==> src/rtl/ascii_scan_encoder.sv <==
`timescale 1ns/1ps
// ascii_scan_encoder
//   Turns a 7-bit ASCII character into a PS/2 Set 2 scan-code byte sequence
//   (US layout) for keystroke injection: K F0 K for plain keys, and the same
//   wrapped in 12 ... F0 12 (shift) or 14 ... F0 14 (ctrl) when a modifier
//   is needed. Characters without an encoding are accepted and dropped with
//   a one-cycle `unmapped` pulse.
//
// Parameters
//   BYTE_GAP     idle cycles between successive bytes of one sequence (0..65535)
// Configuration macro
//   ASCII_SCAN_CTRL_EN  when defined, 0x01..0x1A (except 0x08/0x09/0x0D)
//                       encode as ctrl+letter; otherwise they are unmapped.
// Ports
//   clk, reset    clock, synchronous active-high reset
//   ascii_code    character to encode
//   ascii_valid   character offered
//   ascii_ready   encoder idle and able to accept a character
//   scan_code     scan byte to the serializer (registered)
//   scan_valid    scan_code valid (registered)
//   scan_ready    serializer accepts the byte
//   busy          a sequence (or drop) is in progress
//   unmapped      one-cycle pulse, the cycle after accepting an unmapped code
module ascii_scan_encoder #(
  parameter int unsigned BYTE_GAP = 0
) (
  input  logic       clk,
  input  logic       reset,
  input  logic [6:0] ascii_code,
  input  logic       ascii_valid,
  output logic       ascii_ready,
  output logic [7:0] scan_code,
  output logic       scan_valid,
  input  logic       scan_ready,
  output logic       busy,
  output logic       unmapped
);

  typedef enum logic [1:0] {S_IDLE, S_DROP, S_EMIT, S_GAP} state_e;
  typedef enum logic [1:0] {MOD_NONE, MOD_SHIFT, MOD_CTRL} mod_e;

  localparam int unsigned GAP_M1   = (BYTE_GAP > 0) ? BYTE_GAP - 1 : 0;
  localparam logic [15:0] GAP_LOAD = 16'(GAP_M1);

  // Set 2 key code of letter n (1 = a ... 26 = z)
  function automatic logic [7:0] letter_key(input logic [4:0] n);
    case (n)
      5'd1:  return 8'h1C;  5'd2:  return 8'h32;  5'd3:  return 8'h21;
      5'd4:  return 8'h23;  5'd5:  return 8'h24;  5'd6:  return 8'h2B;
      5'd7:  return 8'h34;  5'd8:  return 8'h33;  5'd9:  return 8'h43;
      5'd10: return 8'h3B;  5'd11: return 8'h42;  5'd12: return 8'h4B;
      5'd13: return 8'h3A;  5'd14: return 8'h31;  5'd15: return 8'h44;
      5'd16: return 8'h4D;  5'd17: return 8'h15;  5'd18: return 8'h2D;
      5'd19: return 8'h1B;  5'd20: return 8'h2C;  5'd21: return 8'h3C;
      5'd22: return 8'h2A;  5'd23: return 8'h1D;  5'd24: return 8'h22;
      5'd25: return 8'h35;  5'd26: return 8'h1A;
      default: return 8'h00;
    endcase
  endfunction

  function automatic logic [7:0] digit_key(input logic [3:0] d);
    case (d)
      4'd0: return 8'h45;  4'd1: return 8'h16;  4'd2: return 8'h1E;
      4'd3: return 8'h26;  4'd4: return 8'h25;  4'd5: return 8'h2E;
      4'd6: return 8'h36;  4'd7: return 8'h3D;  4'd8: return 8'h3E;
      4'd9: return 8'h46;
      default: return 8'h00;
    endcase
  endfunction

  // Byte idx of the sequence for key k with modifier m
  function automatic logic [7:0] seq_byte(input logic [2:0] idx,
                                          input logic [7:0] k,
                                          input mod_e       m);
    logic [7:0] wrap;
`ifdef ASCII_SCAN_CTRL_EN
    wrap = (m == MOD_CTRL) ? 8'h14 : 8'h12;
`else
    wrap = 8'h12;
`endif
    if (m == MOD_NONE) return (idx == 3'd1) ? 8'hF0 : k;
    case (idx)
      3'd0, 3'd5: return wrap;
      3'd1, 3'd3: return k;
      default:    return 8'hF0;
    endcase
  endfunction

  // Character lookup
  logic [7:0] lk_key;
  mod_e       lk_mod;
  logic       lk_map;

  always_comb begin
    lk_key = '0;
    lk_mod = MOD_NONE;
    lk_map = 1'b0;
    if (ascii_code >= 7'h61 && ascii_code <= 7'h7A) begin
      lk_key = letter_key(ascii_code[4:0]);
      lk_map = 1'b1;
    end else if (ascii_code >= 7'h41 && ascii_code <= 7'h5A) begin
      lk_key = letter_key(ascii_code[4:0]);
      lk_mod = MOD_SHIFT;
      lk_map = 1'b1;
    end else if (ascii_code >= 7'h30 && ascii_code <= 7'h39) begin
      lk_key = digit_key(ascii_code[3:0]);
      lk_map = 1'b1;
    end else begin
      lk_map = 1'b1;
      case (ascii_code)
        // direct keys, listed here so they win over ctrl encoding
        7'h08: lk_key = 8'h66;
        7'h09: lk_key = 8'h0D;
        7'h0D: lk_key = 8'h5A;
        7'h1B: lk_key = 8'h76;
        // unshifted symbols
        7'h20: lk_key = 8'h29;
        7'h2D: lk_key = 8'h4E;
        7'h3D: lk_key = 8'h55;
        7'h5B: lk_key = 8'h54;
        7'h5D: lk_key = 8'h5B;
        7'h5C: lk_key = 8'h5D;
        7'h3B: lk_key = 8'h4C;
        7'h27: lk_key = 8'h52;
        7'h2C: lk_key = 8'h41;
        7'h2E: lk_key = 8'h49;
        7'h2F: lk_key = 8'h4A;
        7'h60: lk_key = 8'h0E;
        // shifted symbols
        7'h21: begin lk_key = 8'h16; lk_mod = MOD_SHIFT; end
        7'h40: begin lk_key = 8'h1E; lk_mod = MOD_SHIFT; end
        7'h23: begin lk_key = 8'h26; lk_mod = MOD_SHIFT; end
        7'h24: begin lk_key = 8'h25; lk_mod = MOD_SHIFT; end
        7'h25: begin lk_key = 8'h2E; lk_mod = MOD_SHIFT; end
        7'h5E: begin lk_key = 8'h36; lk_mod = MOD_SHIFT; end
        7'h26: begin lk_key = 8'h3D; lk_mod = MOD_SHIFT; end
        7'h2A: begin lk_key = 8'h3E; lk_mod = MOD_SHIFT; end
        7'h28: begin lk_key = 8'h46; lk_mod = MOD_SHIFT; end
        7'h29: begin lk_key = 8'h45; lk_mod = MOD_SHIFT; end
        7'h5F: begin lk_key = 8'h4E; lk_mod = MOD_SHIFT; end
        7'h2B: begin lk_key = 8'h55; lk_mod = MOD_SHIFT; end
        7'h7B: begin lk_key = 8'h54; lk_mod = MOD_SHIFT; end
        7'h7D: begin lk_key = 8'h5B; lk_mod = MOD_SHIFT; end
        7'h7C: begin lk_key = 8'h5D; lk_mod = MOD_SHIFT; end
        7'h3A: begin lk_key = 8'h4C; lk_mod = MOD_SHIFT; end
        7'h22: begin lk_key = 8'h52; lk_mod = MOD_SHIFT; end
        7'h3C: begin lk_key = 8'h41; lk_mod = MOD_SHIFT; end
        7'h3E: begin lk_key = 8'h49; lk_mod = MOD_SHIFT; end
        7'h3F: begin lk_key = 8'h4A; lk_mod = MOD_SHIFT; end
        7'h7E: begin lk_key = 8'h0E; lk_mod = MOD_SHIFT; end
        default: begin
          lk_map = 1'b0;
`ifdef ASCII_SCAN_CTRL_EN
          // ctrl+letter: code 0x01..0x1A uses the key of letter (code+0x60)
          if (ascii_code >= 7'h01 && ascii_code <= 7'h1A) begin
            lk_key = letter_key(ascii_code[4:0]);
            lk_mod = MOD_CTRL;
            lk_map = 1'b1;
          end
`endif
        end
      endcase
    end
  end

  // Sequencer state
  state_e      state_q, state_d;
  logic [2:0]  idx_q, idx_d;
  logic [2:0]  last_q, last_d;
  logic [7:0]  key_q, key_d;
  mod_e        mod_q, mod_d;
  logic [15:0] gap_cnt_q, gap_cnt_d;
  logic [7:0]  scan_code_q, scan_code_d;
  logic        scan_valid_q, scan_valid_d;
  logic        unmapped_q, unmapped_d;
  logic        busy_q, busy_d;
  logic        ascii_ready_q, ascii_ready_d;

  always_comb begin
    state_d       = state_q;
    idx_d         = idx_q;
    last_d        = last_q;
    key_d         = key_q;
    mod_d         = mod_q;
    gap_cnt_d     = gap_cnt_q;
    scan_code_d   = scan_code_q;
    scan_valid_d  = scan_valid_q;
    unmapped_d    = 1'b0;
    busy_d        = busy_q;
    ascii_ready_d = ascii_ready_q;

    case (state_q)
      S_IDLE: begin
        ascii_ready_d = 1'b1;
        busy_d        = 1'b0;
        if (ascii_valid && ascii_ready_q) begin
          ascii_ready_d = 1'b0;
          busy_d        = 1'b1;
          if (lk_map) begin
            key_d        = lk_key;
            mod_d        = lk_mod;
            last_d       = (lk_mod == MOD_NONE) ? 3'd2 : 3'd5;
            idx_d        = '0;
            scan_code_d  = seq_byte(3'd0, lk_key, lk_mod);
            scan_valid_d = 1'b1;
            state_d      = S_EMIT;
          end else begin
            unmapped_d = 1'b1;
            state_d    = S_DROP;
          end
        end
      end
      S_DROP: begin
        ascii_ready_d = 1'b1;
        busy_d        = 1'b0;
        state_d       = S_IDLE;
      end
      S_EMIT: begin
        if (scan_ready) begin
          if (idx_q == last_q) begin
            scan_valid_d  = 1'b0;
            ascii_ready_d = 1'b1;
            busy_d        = 1'b0;
            state_d       = S_IDLE;
          end else begin
            idx_d = idx_q + 3'd1;
            if (BYTE_GAP > 0) begin
              scan_valid_d = 1'b0;
              gap_cnt_d    = GAP_LOAD;
              state_d      = S_GAP;
            end else begin
              scan_code_d = seq_byte(idx_q + 3'd1, key_q, mod_q);
            end
          end
        end
      end
      S_GAP: begin
        if (gap_cnt_q == '0) begin
          scan_code_d  = seq_byte(idx_q, key_q, mod_q);
          scan_valid_d = 1'b1;
          state_d      = S_EMIT;
        end else begin
          gap_cnt_d = gap_cnt_q - 16'd1;
        end
      end
      default: state_d = S_IDLE;
    endcase
  end

  always_ff @(posedge clk) begin
    if (reset) begin
      state_q       <= S_IDLE;
      idx_q         <= '0;
      last_q        <= '0;
      key_q         <= '0;
      mod_q         <= MOD_NONE;
      gap_cnt_q     <= '0;
      scan_code_q   <= '0;
      scan_valid_q  <= 1'b0;
      unmapped_q    <= 1'b0;
      busy_q        <= 1'b0;
      ascii_ready_q <= 1'b0;
    end else begin
      state_q       <= state_d;
      idx_q         <= idx_d;
      last_q        <= last_d;
      key_q         <= key_d;
      mod_q         <= mod_d;
      gap_cnt_q     <= gap_cnt_d;
      scan_code_q   <= scan_code_d;
      scan_valid_q  <= scan_valid_d;
      unmapped_q    <= unmapped_d;
      busy_q        <= busy_d;
      ascii_ready_q <= ascii_ready_d;
    end
  end

  assign ascii_ready = ascii_ready_q;
  assign scan_code   = scan_code_q;
  assign scan_valid  = scan_valid_q;
  assign busy        = busy_q;
  assign unmapped    = unmapped_q;

endmodule

==> config.mk <==
export PLATFORM = sky130hd
export DESIGN_NAME = ascii_scan_encoder
export DESIGN_NICKNAME = d
export VERILOG_FILES = /design/src/rtl/ascii_scan_encoder.sv
export SDC_FILE = /design/constraint.sdc
export NUM_CORES = 1
export LEC_CHECK = 0
export ABC_AREA = 1
export CORE_ASPECT_RATIO = 0.6
export CORE_MARGIN = 3
export CORE_UTILIZATION = 60
export DETAILED_ROUTE_END_ITERATION = 6
export GPL_ROUTABILITY_DRIVEN = 0
export MAX_ROUTING_LAYER = met4
export PLACE_DENSITY_LB_ADDON = 0.3
export SYNTH_ARGS = -nofsm -noshare
export SYNTH_HDL_FRONTEND = slang
export SYNTH_SLANG_ARGS = --single-unit
==> constraint.sdc <==
create_clock -name clk -period 3.5 [get_ports clk]
set_input_delay 0.875 -clock clk [delete_from_list [all_inputs] [get_ports clk]]
set_output_delay 0.875 -clock clk [all_outputs]
set_load 0.02 [all_outputs]
==> impl_metrics.json <==
{
  "synth_edf_count": 0,
  "drtAntennaViolNets": 0,
  "cp-start-kind": "primary input",
  "pre_cts_ws_ns": 0.113,
  "htree_levels": 2,
  "wl_per_cell_um": 15.4,
  "status": "finished, violations left",
  "routed_wl_mm": 12.2,
  "crit_fanout": 16,
  "fin_area_sq_mm": 0.00440,
  "areaGrowthSynthToFinish_pct": 10.6,
  "die_h_um": 69.1,
  "vdd_drop_max_mv": 0.341,
  "clkSlewWorstSetupHoldPaths_ns": 0.08,
  "hp-class": "reg2reg",
  "dp.cells": 783,
  "fmax_ghz": 0.310,
  "syn_avg_cell_area_sq_um": 5.82,
  "yosysWarnings": 0,
  "rsz0062_at_grt": "no",
  "netlist_instances": 683,
  "cpMaxStageDelayCell": "clkdlybuf4s50_1",
  "ys_ff_latch": 42,
  "ctsHoldBuffers": 0,
  "clock_sinks": 42,
  "num_rows": 22,
  "grt_max_degree": 23,
  "netlist_area_sq_mm": 0.00398,
  "placed_area_sq_mm": 0.00425,
  "slew_headroom": 0.336,
  "initial_core_util": 0.636,
  "cts_tree": "done",
  "fillers": 526,
  "seq_area_frac_synth": 0.212,
  "cts_inserted_buffers": 5,
  "cp.arrival_ns": 3.41,
  "grt_pass1_vias": 4066,
  "finalWorstSetupSlack_ns": 0.272,
  "worst_path_largest_cell_delay_ns": 0.55,
  "cts_max_path_buffers": 2,
  "numPortBuffers": 22,
  "antenna_found_initial": 0,
  "drtIter0Drc": 806,
  "finish.net_count": 732,
  "final_common_cell": "nand2_1",
  "design.portCount": 23,
  "stdcell_count": 791,
  "clk_latency_ns": 0.30,
  "power.density_mw_per_mm2": 483,
  "setup_violations": 0,
  "dr.pass1.iters": 7,
  "ys_types": 42,
  "crit_path_cell_trace": "clkdlybuf4s50_1, inv_1, ha_1, nand2_1, inv_1, nand2_1, nand3_1, nand2_2, nand2_4, nor2_4, nand3_4, nand2_1, nand2_1, o21ai_0, nor2_1",
  "violations": "DRC",
  "layout-drive-gt1-share": 0.0750,
  "via_per_inst": 5.97,
  "drcViolationCount": 35,
  "cts-root-buf": "clkbuf_8",
  "cap_violations": 0,
  "fin_skew_ns": 0.00840,
  "crit_top_cell": "nand2_1",
  "syn_nets": 709,
  "required_ns": 3.69,
  "overflow": 0,
  "core_area_sq_mm": 0.00625,
  "cp-end-kind": "register",
  "grt_pass1_wl_mm": 19.7,
  "utilization": 0.704,
  "fin_crit_sh": 0.922,
  "hold_viol": 0,
  "async_flop_share": 0,
  "cts.repair.resized": 0,
  "tightest_slew_ns": 0.995,
  "synthFlopType": "dfxtp_1",
  "track_usage": 0.317,
  "tns_ns": 0,
  "antenna_cells": 0,
  "die_w_um": 111,
  "num_vias": 4721,
  "dieArea_sq_mm": 0.00767,
  "p_leak_nw": 2.20,
  "post_cts_buffers": 0,
  "final_cell_mix": "nand2_1, nor2_1, inv_1",
  "report.final.slew_viol_count": 0,
  "dpl.hpwl_mm": 9.28,
  "min_period_ns": 3.23,
  "crit_type": "in2reg"
}
[kinds of logic (layout without fill, tap and decap cells)]
| family | count (synthesis) | in the layout | share of synthesized area |
|---|---|---|---|
| buffers and inverters | 98 | 122 | 0.114 |
| AOI/OAI and AO/OA | 107 | 107 | 0.147 |
| DFF | 42 | 42 | 0.212 |
| xor gates and xnor gates | 8 | 8 | 0.0176 |
| and+or+nand+nor | 413 | 413 | 0.462 |
| adders and majority gates | 15 | 15 | 0.0472 |
[stage by stage]
step	power (mW)	hold WS [ns]
after floorplan	1.32	0.422
after global placement	1.57	0.441
after detailed placement	1.60	0.448
after CTS	2.09	0.460
after global routing	2.25	0.480
final	2.12	0.458
[worst max-delay path, delay by kind of cell]
family / cells / cell delay, ns
adders and majority gates: 1 / 0.26
buffers and inverters: 3 / 0.81
and+or+nand+nor: 10 / 1.38
AOI/OAI and AO/OA: 1 / 0.09
[where the power goes]
| group | switching, mW | internal, mW | total (mW) |
|---|---|---|---|
| logic | 0.671 | 0.353 | 1.02 |
| clock network | 0.179 | 0.304 | 0.483 |
| registers | 0.0571 | 0.558 | 0.616 |
| total | 0.907 | 1.22 | 2.12 |
[final cells by class]
cell class              instances  area, sq um  area share
multi-input cells             543         2680       0.610
flip-flops and latches         42          841       0.191
repair buffers                 33          315      0.0717
inverters                      81          312      0.0709
well taps                      84          105      0.0239
clock buffers                   6         82.6      0.0188
clock inverters                 2         60.1      0.0137
[synthesized netlist by cell type, types with 2 or more instances]
cell type	instances	area [sq um]
nor4_1	4	25.0
nand2_1	186	698
inv_2	4	15.0
nor2_1	129	484
nor3_1	10	50.1
inv_4	3	18.8
a21oi_1	52	260
nor2_2	3	18.8
nand3_1	44	220
xnor2_1	3	26.3
buf_4	2	15.0
clkbuf_1	4	15.0
nand2_2	4	25.0
dfxtp_1	42	841
inv_1	74	278
nand4_1	11	68.8
ha_1	15	188
xor2_1	5	43.8
nand2_4	3	33.8
nor2_4	2	22.5
o211ai_1	5	37.5
nand3b_1	2	15.0
buf_6	9	101
nand3_4	4	70.1
nand3_2	6	60.1
o2111ai_1	2	17.5
o21ai_0	39	195
buf_2	2	10.0
[path summary, 6_finish.rpt]
check                                            endpoint                 startpoint  slack (ns)  depth (start not counted)
worst max-delay path                idx_q[2]$_SDFFE_PP0P_              ascii_code[1]        0.27                         15
worst min register to register    scan_valid$_SDFFE_PP0P_    scan_valid$_SDFFE_PP0P_        0.46                          2
worst min-delay path              scan_valid$_SDFFE_PP0P_    scan_valid$_SDFFE_PP0P_        0.46                          2
worst max register to register  scan_code[3]$_SDFFE_PP0P_  gap_cnt_q[0]$_SDFFE_PP0P_        1.05                         11
[state kept, by name, indices dropped and copies added, names as in the netlist]
name / cells
ascii_ready: 1
idx_q: 3
last_q: 2
scan_valid: 1
busy: 1
state_q: 2
scan_code: 8
key_q: 7
unmapped: 1
gap_cnt_q: 16
[routing by layer]
| layer | up-vias | GRT usage | part of all wire |
|---|---|---|---|
| met4 | 0 | 0.0418 | 0.017 |
| met3 | 41 | 0.154 | 0.17 |
| li1 | 2246 | - | - |
| met5 | - | - | 0 |
| met2 | 391 | 0.407 | 0.37 |
| met1 | 2043 | 0.454 | 0.44 |
Power figures use the tool's default switching activity.
